`config.mk`:
```
export PLATFORM = sky130hd
export DESIGN_NAME = score_board_flat
export DESIGN_NICKNAME = d
export VERILOG_FILES = /design/src/rtl/yacht_pkg.sv /design/src/rtl/score_board_if.sv /design/src/rtl/category_table.sv /design/src/rtl/score_board.sv /design/src/flat_wrapper.sv
export SDC_FILE = /design/constraint.sdc
export NUM_CORES = 1
export LEC_CHECK = 0
export CORE_UTILIZATION = 40
export CTS_CLUSTER_DIAMETER = 50
export DETAILED_ROUTE_END_ITERATION = 7
export PLACE_DENSITY = 0.65
export SLEW_MARGIN = 20
export SYNTH_ARGS = -nofsm -noshare
export SYNTH_HDL_FRONTEND = slang
export SYNTH_SLANG_ARGS = --single-unit
```
`constraint.sdc`:
```
create_clock -name clk -period 3.1 [get_ports clk]
set_input_delay 0.31 -clock clk [delete_from_list [all_inputs] [get_ports clk]]
set_output_delay 0.31 -clock clk [all_outputs]
set_load 0.05 [all_outputs]
```
`src/rtl/yacht_pkg.sv`:
```
// Shared constants, category indices and score_board FSM encoding for Yacht Dice.
// Latency: n/a (declarations only).
// Backpressure: n/a.
package yacht_pkg;

    localparam int NUM_CAT         = 12;
    localparam int MAX_POINTS      = 50;
    localparam int BONUS_THRESHOLD = 63;
    localparam int BONUS_POINTS    = 35;

    // Twelve rounds per game; each round is one P1 and one P2 commit.
    localparam logic [3:0] LAST_ROUND = 4'd12;

    // Upper section
    localparam logic [3:0] CAT_ONES           = 4'd0;
    localparam logic [3:0] CAT_TWOS           = 4'd1;
    localparam logic [3:0] CAT_THREES         = 4'd2;
    localparam logic [3:0] CAT_FOURS          = 4'd3;
    localparam logic [3:0] CAT_FIVES          = 4'd4;
    localparam logic [3:0] CAT_SIXES          = 4'd5;
    // Lower section
    localparam logic [3:0] CAT_CHOICE         = 4'd6;
    localparam logic [3:0] CAT_FOUR_KIND      = 4'd7;
    localparam logic [3:0] CAT_FULL_HOUSE     = 4'd8;
    localparam logic [3:0] CAT_SMALL_STRAIGHT = 4'd9;
    localparam logic [3:0] CAT_LARGE_STRAIGHT = 4'd10;
    localparam logic [3:0] CAT_YACHT          = 4'd11;

    typedef enum logic [2:0] {
        ST_IDLE   = 3'd0,
        ST_CHECK  = 3'd1,
        ST_UPDATE = 3'd2,
        ST_BONUS  = 3'd3,
        ST_DONE   = 3'd4
    } sb_state_t;

    function automatic logic cat_in_range(input logic [3:0] cat);
        return int'(cat) < NUM_CAT;
    endfunction

    function automatic logic cat_is_upper(input logic [3:0] cat);
        return cat <= CAT_SIXES;
    endfunction

endpackage

```
`src/rtl/score_board_if.sv`:
```
// Commit handshake between the game FSM (master) and the score board (slave).
// Latency: n/a (wires only).
// Backpressure: master holds commit_valid until commit_ready is seen high on a clock edge.
//
// commit_valid/player/cat/pts : request from game FSM
// commit_ready                : score board can accept a request this cycle
// commit_done/commit_err      : one-cycle completion pulse, err qualifies a rejection
interface score_board_if;
    logic       commit_valid;
    logic       commit_ready;
    logic       commit_player;
    logic [3:0] commit_cat;
    logic [5:0] commit_pts;
    logic       commit_done;
    logic       commit_err;

    modport master (
        output commit_valid, commit_player, commit_cat, commit_pts,
        input  commit_ready, commit_done, commit_err
    );

    modport slave (
        input  commit_valid, commit_player, commit_cat, commit_pts,
        output commit_ready, commit_done, commit_err
    );
endinterface

```
`src/rtl/category_table.sv`:
```
// Per-player category point table (2 x NUM_CAT x 6 bit) with used bitmaps.
// Latency: write visible on the edge after wr_en; reads are combinational.
// Backpressure: none, one write port accepted every cycle.
//
// clear            : synchronous clear of table and bitmaps (reset or new game)
// wr_*             : single write port, out-of-range categories are ignored
// rd_*             : combinational lookup of one entry and its used bit
// p1_used/p2_used  : registered used bitmaps
module category_table
    import yacht_pkg::*;
(
    input  logic               clk,
    input  logic               clear,
    input  logic               wr_en,
    input  logic               wr_player,
    input  logic [3:0]         wr_cat,
    input  logic [5:0]         wr_pts,
    input  logic               rd_player,
    input  logic [3:0]         rd_cat,
    output logic               rd_used,
    output logic [5:0]         rd_pts,
    output logic [NUM_CAT-1:0] p1_used,
    output logic [NUM_CAT-1:0] p2_used
);

    logic [5:0]         tbl      [2][NUM_CAT];
    logic [NUM_CAT-1:0] used_map [2];

    always_ff @(posedge clk) begin
        if (clear) begin
            for (int p = 0; p < 2; p++) begin
                used_map[p] <= '0;
                for (int c = 0; c < NUM_CAT; c++) begin
                    tbl[p][c] <= '0;
                end
            end
        end else if (wr_en && cat_in_range(wr_cat)) begin
            tbl[wr_player][wr_cat]      <= wr_pts;
            used_map[wr_player][wr_cat] <= 1'b1;
        end
    end

    // Categories 12..15 do not exist: report them as unused with zero points
    // so the caller's range check is the only thing that rejects them.
    always_comb begin
        rd_used = 1'b0;
        rd_pts  = '0;
        if (cat_in_range(rd_cat)) begin
            rd_used = used_map[rd_player][rd_cat];
            rd_pts  = tbl[rd_player][rd_cat];
        end
    end

    assign p1_used = used_map[0];
    assign p2_used = used_map[1];

endmodule

```
`src/rtl/score_board.sv`:
```
// Yacht Dice score bookkeeping: checks one category commit per turn and keeps totals, bonus, turn and round.
// Latency: accepted commit done 4 cycles after acceptance, rejected commit done 2 cycles after.
// Backpressure: commit_ready is low from the cycle after acceptance until DONE exits, and while new_game is high.
//
// clk, reset_n        : clock, synchronous active-low reset
// new_game            : synchronous clear, same effect as reset
// cif (slave)         : commit request/ready/done/err handshake
// p1_score, p2_score  : 9-bit totals including bonus
// p1_used, p2_used    : category-used bitmaps
// turn, round_num     : next player to commit, current round 1..12
// game_over           : set when P2 completes round 12
module score_board
    import yacht_pkg::*;
(
    input  logic               clk,
    input  logic               reset_n,
    input  logic               new_game,
    score_board_if.slave       cif,
    output logic [8:0]         p1_score,
    output logic [8:0]         p2_score,
    output logic [NUM_CAT-1:0] p1_used,
    output logic [NUM_CAT-1:0] p2_used,
    output logic               turn,
    output logic [3:0]         round_num,
    output logic               game_over
);

    sb_state_t  state;
    sb_state_t  state_nxt;

    logic       clr;
    logic       accept;
    logic       reject;

    logic       lat_player;
    logic [3:0] lat_cat;
    logic [5:0] lat_pts;

    logic [8:0] score_q [2];
    logic [6:0] upper_q [2];
    logic [1:0] bonus_q;

    logic       done_q;
    logic       err_q;

    logic       rd_used;
    logic [5:0] rd_pts;

    assign clr    = !reset_n || new_game;
    assign cif.commit_ready = (state == ST_IDLE) && !new_game;
    assign accept = cif.commit_valid && cif.commit_ready;

    category_table u_table (
        .clk       (clk),
        .clear     (clr),
        .wr_en     (state == ST_UPDATE),
        .wr_player (lat_player),
        .wr_cat    (lat_cat),
        .wr_pts    (lat_pts),
        .rd_player (lat_player),
        .rd_cat    (lat_cat),
        .rd_used   (rd_used),
        .rd_pts    (rd_pts),
        .p1_used   (p1_used),
        .p2_used   (p2_used)
    );

    // Legality of the latched commit; only consulted while in CHECK.
    assign reject = (lat_player != turn)
                 || !cat_in_range(lat_cat)
                 || (int'(lat_pts) > MAX_POINTS)
                 || rd_used
                 || game_over;

    always_comb begin
        state_nxt = state;
        case (state)
            ST_IDLE:   if (accept) state_nxt = ST_CHECK;
            ST_CHECK:  state_nxt = reject ? ST_DONE : ST_UPDATE;
            ST_UPDATE: state_nxt = ST_BONUS;
            ST_BONUS:  state_nxt = ST_DONE;
            ST_DONE:   state_nxt = ST_IDLE;
            default:   state_nxt = ST_IDLE;
        endcase
    end

    always_ff @(posedge clk) begin
        if (clr) begin
            state      <= ST_IDLE;
            lat_player <= 1'b0;
            lat_cat    <= '0;
            lat_pts    <= '0;
            score_q[0] <= '0;
            score_q[1] <= '0;
            upper_q[0] <= '0;
            upper_q[1] <= '0;
            bonus_q    <= '0;
            turn       <= 1'b0;
            round_num  <= 4'd1;
            game_over  <= 1'b0;
            done_q     <= 1'b0;
            err_q      <= 1'b0;
        end else begin
            state  <= state_nxt;
            // done/err are registered so they are high exactly while in DONE.
            done_q <= (state_nxt == ST_DONE);
            err_q  <= (state == ST_CHECK) && reject;

            if (accept) begin
                lat_player <= cif.commit_player;
                lat_cat    <= cif.commit_cat;
                lat_pts    <= cif.commit_pts;
            end

            case (state)
                ST_UPDATE: begin
                    score_q[lat_player] <= score_q[lat_player] + 9'(lat_pts);
                    if (cat_is_upper(lat_cat)) begin
                        upper_q[lat_player] <= upper_q[lat_player] + 7'(lat_pts);
                    end
                end
                ST_BONUS: begin
                    if (int'(upper_q[lat_player]) >= BONUS_THRESHOLD && !bonus_q[lat_player]) begin
                        score_q[lat_player] <= score_q[lat_player] + 9'(BONUS_POINTS);
                        bonus_q[lat_player] <= 1'b1;
                    end
                end
                ST_DONE: begin
                    // err_q is high during DONE only for a rejected commit.
                    if (!err_q) begin
                        turn <= ~turn;
                        if (lat_player) begin
                            if (round_num == LAST_ROUND) begin
                                game_over <= 1'b1;
                            end else begin
                                round_num <= round_num + 4'd1;
                            end
                        end
                    end
                end
                default: ;
            endcase
        end
    end

    // A category whose used bit is clear has never been written since the last clear.
    always_ff @(posedge clk) begin
        if (reset_n && !new_game && state == ST_CHECK && !rd_used) begin
            assert (rd_pts == '0);
        end
    end

    assign cif.commit_done = done_q;
    assign cif.commit_err  = err_q;
    assign p1_score        = score_q[0];
    assign p2_score        = score_q[1];

endmodule
```
`src/flat_wrapper.sv`:
```
// flat-port wrapper written by rule: the top's interface ports become plain ports
module score_board_flat import yacht_pkg::*;
  (clk, reset_n, new_game, p1_score, p2_score, p1_used, p2_used, turn, round_num, game_over, cif_commit_valid, cif_commit_player, cif_commit_cat, cif_commit_pts, cif_commit_ready, cif_commit_done, cif_commit_err);
  score_board_if cif_i ();
  input  logic clk;
  input  logic reset_n;
  input  logic new_game;
  output logic [8:0] p1_score;
  output logic [8:0] p2_score;
  output logic [NUM_CAT-1:0] p1_used;
  output logic [NUM_CAT-1:0] p2_used;
  output logic turn;
  output logic [3:0] round_num;
  output logic game_over;
  input wire logic [$bits(cif_i.commit_valid)-1:0] cif_commit_valid;
  input wire logic [$bits(cif_i.commit_player)-1:0] cif_commit_player;
  input wire logic [$bits(cif_i.commit_cat)-1:0] cif_commit_cat;
  input wire logic [$bits(cif_i.commit_pts)-1:0] cif_commit_pts;
  output wire logic [$bits(cif_i.commit_ready)-1:0] cif_commit_ready;
  output wire logic [$bits(cif_i.commit_done)-1:0] cif_commit_done;
  output wire logic [$bits(cif_i.commit_err)-1:0] cif_commit_err;
  assign cif_i.commit_valid = cif_commit_valid;
  assign cif_i.commit_player = cif_commit_player;
  assign cif_i.commit_cat = cif_commit_cat;
  assign cif_i.commit_pts = cif_commit_pts;
  assign cif_commit_ready = cif_i.commit_ready;
  assign cif_commit_done = cif_i.commit_done;
  assign cif_commit_err = cif_i.commit_err;
  score_board u_core (.clk(clk), .reset_n(reset_n), .new_game(new_game), .cif(cif_i), .p1_score(p1_score), .p2_score(p2_score), .p1_used(p1_used), .p2_used(p2_used), .turn(turn), .round_num(round_num), .game_over(game_over));
endmodule
```
==> flow_summary.yaml <==
outcome:
  outcome: "finished clean"
synth:
  ys_ff_latch: 81
  synth_fp_nets: 414
  synth_edf_count: 32
  synth_ff_type: "dfxtp_1"
  yosysWarnings: 0
  synthArstFlopShare_pct: 0
  yosys.area.top_type: "dfxtp_1"
  syn_area_sq_mm: 0.00397
  yosys-top-cells-area: "dfxtp_1, edfxtp_1, mux2i_1"
  yosysSeqAreaShare_pct: 48.9
  yosysMostFrequentCell: "dfxtp_1"
  synth.avg_cell_area_sq_um: 10.4
  netlist_top_cells_count: "dfxtp_1, nor2_1, edfxtp_1, nand2_1, a21oi_1"
  synth_top_area_share_pct: 24.7
  synth.distinct_cells: 53
  netlist_instances: 383
power_and_ir_drop:
  powerDensity_mw_per_mm2: 407
  totalPowerFinal_mw: 2.04
  p_leak_nw: 1.80
  irDropWorstVdd_v: 0.000168
sta:
  fin_worst_skew_ns: 0.00751
  drv_slew: 0
  finalWorstSetupSlack_ns: 0.144
  finalCritPeriodShare_pct: 95.4
  slew_headroom_pct: 61.1
  worstMarginPinSlew_ns: 0.584
  period_needed_ns: 2.96
  setup_viol: 0
  rsz0062_at_grt: "no"
  hold_viol: 0
  max_freq_ghz: 0.338
setup_path:
  cp_data_required_time_ns: 3.18
  cp.arrival_ns: 3.04
  end_kind: "register"
  path_class: "reg2reg"
  start_kind: "register"
  crit_fanout: 6
floorplan:
  die_h_um: 102
  initial_core_util_pct: 41.0
  die_area_sq_mm: 0.0103
  fp.dieW_um: 102
  ioPinCount: 66
  design.core.area_sq_mm: 0.00968
  fp-row-count: 36
cts:
  insertion_delay_ns: 0.35
  hold_buffers: 0
  cts_tree: "built"
  clockBufferDepth: 2
  htreeDepth: 3
  root_buffer: "clkbuf_8"
  cts.sinks: 81
  cts_buffers: 9
  cts.clk_slew.worst_paths_ns: 0.08
final_layout:
  final_util_pct: 51.6
  instances_no_fill: 594
  final_area_sq_mm: 0.00500
  drive_above_1_share_pct: 12.4
  final_nets: 488
  area_growth_pct: 25.9
  num_antenna_cells: 0
detailed_routing:
  ant_nets: 0
  drt_pass1_iterations: 4
  wl_um: 9220
  drtIter0Drc: 116
  routedWlPerCell_um: 15.5
  drc: 0
  num_vias: 3108
  via_per_inst: 5.23
global_route:
  grtUsageTotal_pct: 18.9
  overflow: 0
  grt_antenna_before_repair: 0
  grt_pass1_vias: 3031
  grt_max_degree: 30
  grt_pass1_wl_um: 14800
run:
  cap_violations: 0
placed_design:
  hpwl_um: 6900
  place_congestion: 0.880
  dpl_cell_area_sq_mm: 0.00482
  io_buffers: 65
  dp.cells: 578
  place_ws_ns: -0.00665
worst_hold_path:
  hold_class: "reg2reg"
critical path, stage by stage (launching register included):
cell	delay [ns]
dfxtp_1	0.43
and4b_1	0.22
nand4_1	0.12
a31oi_4	0.10
o211a_2	0.16
or2_1	0.22
ha_1	0.22
fa_1	0.44
a211oi_2	0.26
o21bai_1	0.10
a21oi_1	0.19
xnor2_1	0.16
nor2_1	0.07
state kept, by name (all words and copies together), names as in the netlist, named ones only:
register / cells
u_core.upper_q: 14
u_core.score_q: 18
u_core.cif.commit_err: 1
u_core.bonus_q: 2
u_core.round_num: 4
u_core.cif.commit_done: 1
u_core.lat_pts: 6
u_core.game_over: 1
u_core.lat_cat: 4
u_core.turn: 1
u_core.u_table.used_map: 24
u_core.state: 3
u_core.lat_player: 1
power by group:
part / leakage (nW) / internal [mW] / total [mW] / switching (mW)
Combinational: 0.955 / 0.0760 / 0.198 / 0.122
Clock: 0.0904 / 0.312 / 0.694 / 0.383
Sequential: 0.752 / 1.13 / 1.14 / 0.0175
cells in the final DEF, fill, tap and decap left out, drive strengths merged, types with 2 or more instances in the layout:
| cell | count |
|---|---|
| nand2 | 31 |
| a32oi | 2 |
| ha | 14 |
| a21o | 2 |
| a221o | 2 |
| and3 | 2 |
| mux2i | 18 |
| nor2b | 5 |
| or3 | 3 |
| nor3b | 3 |
| o21ai | 16 |
| mux2 | 11 |
| nand2b | 3 |
| nand3b | 4 |
| dfxtp | 49 |
| nor2 | 47 |
| fa | 2 |
| nand3 | 16 |
| xnor2 | 9 |
| clkinv | 2 |
| xor2 | 6 |
| clkbuf | 11 |
| a22o | 16 |
| clkdlybuf4s50 | 65 |
| and4 | 2 |
| or2 | 6 |
| mux4 | 3 |
| nand4 | 3 |
| a31oi | 2 |
| edfxtp | 32 |
| nor3 | 6 |
| a21oi | 28 |
| inv | 15 |
| buf | 13 |
routing by layer:
layer	routed length, um	vias to the layer above	track usage, %
li1	-	1538	-
met1	4190	1475	24.1
met2	4500	78	31.7
met3	357	17	2.83
met4	174	0	8.70
met5	0	-	0
worst paths after layout:
check | from | endpoint | slack (ns) | cells after the start
max | register | u_core.score_q[1][6] | 0.14 | 12
min | u_core.bonus_q[1] | u_core.bonus_q[1] | 0.48 | 2
max reg2reg | register | u_core.score_q[1][6] | 0.14 | 12
min reg2reg | u_core.bonus_q[1] | u_core.bonus_q[1] | 0.48 | 2
metrics by stage:
stage                     setup TNS [ns]  hold WS (ns)
final                                  0         0.478
after global routing                   0         0.510
after CTS                              0         0.481
after detailed placement        -0.00879         0.461
after global placement                 0         0.449
after floorplan                        0         0.437
repair_timing:
| item | in CTS | in global routing |
|---|---|---|
| setup endpoints to repair | 0 | 4 |
| resized for setup | 0 | 2 |
| buffers inserted | 0 | 1 |
layout make-up:
cell class,count,area [sq um]
fillers,885,4680
flip-flops and latches,81,1940
multi-input cells,274,1930
repair buffers,78,748
well taps,133,166
clock buffers,11,141
inverters,13,48.8
clock inverters,4,26.3
kinds of logic (layout without fill, tap and decap cells):
| group | Yosys count | in the layout | share of synthesized area (%) |
|---|---|---|---|
| AOI/OAI and AO/OA | 77 | 77 | 13.4 |
| muxes | 32 | 32 | 9.36 |
| buffers and inverters | 28 | 106 | 2.99 |
| DFF | 81 | 81 | 48.9 |
| and+or+nand+nor | 134 | 134 | 16.7 |
| xor gates and xnor gates | 15 | 15 | 3.31 |
| adders and majority gates | 16 | 16 | 5.42 |
No activity file was read; power rests on OpenSTA's default activity.
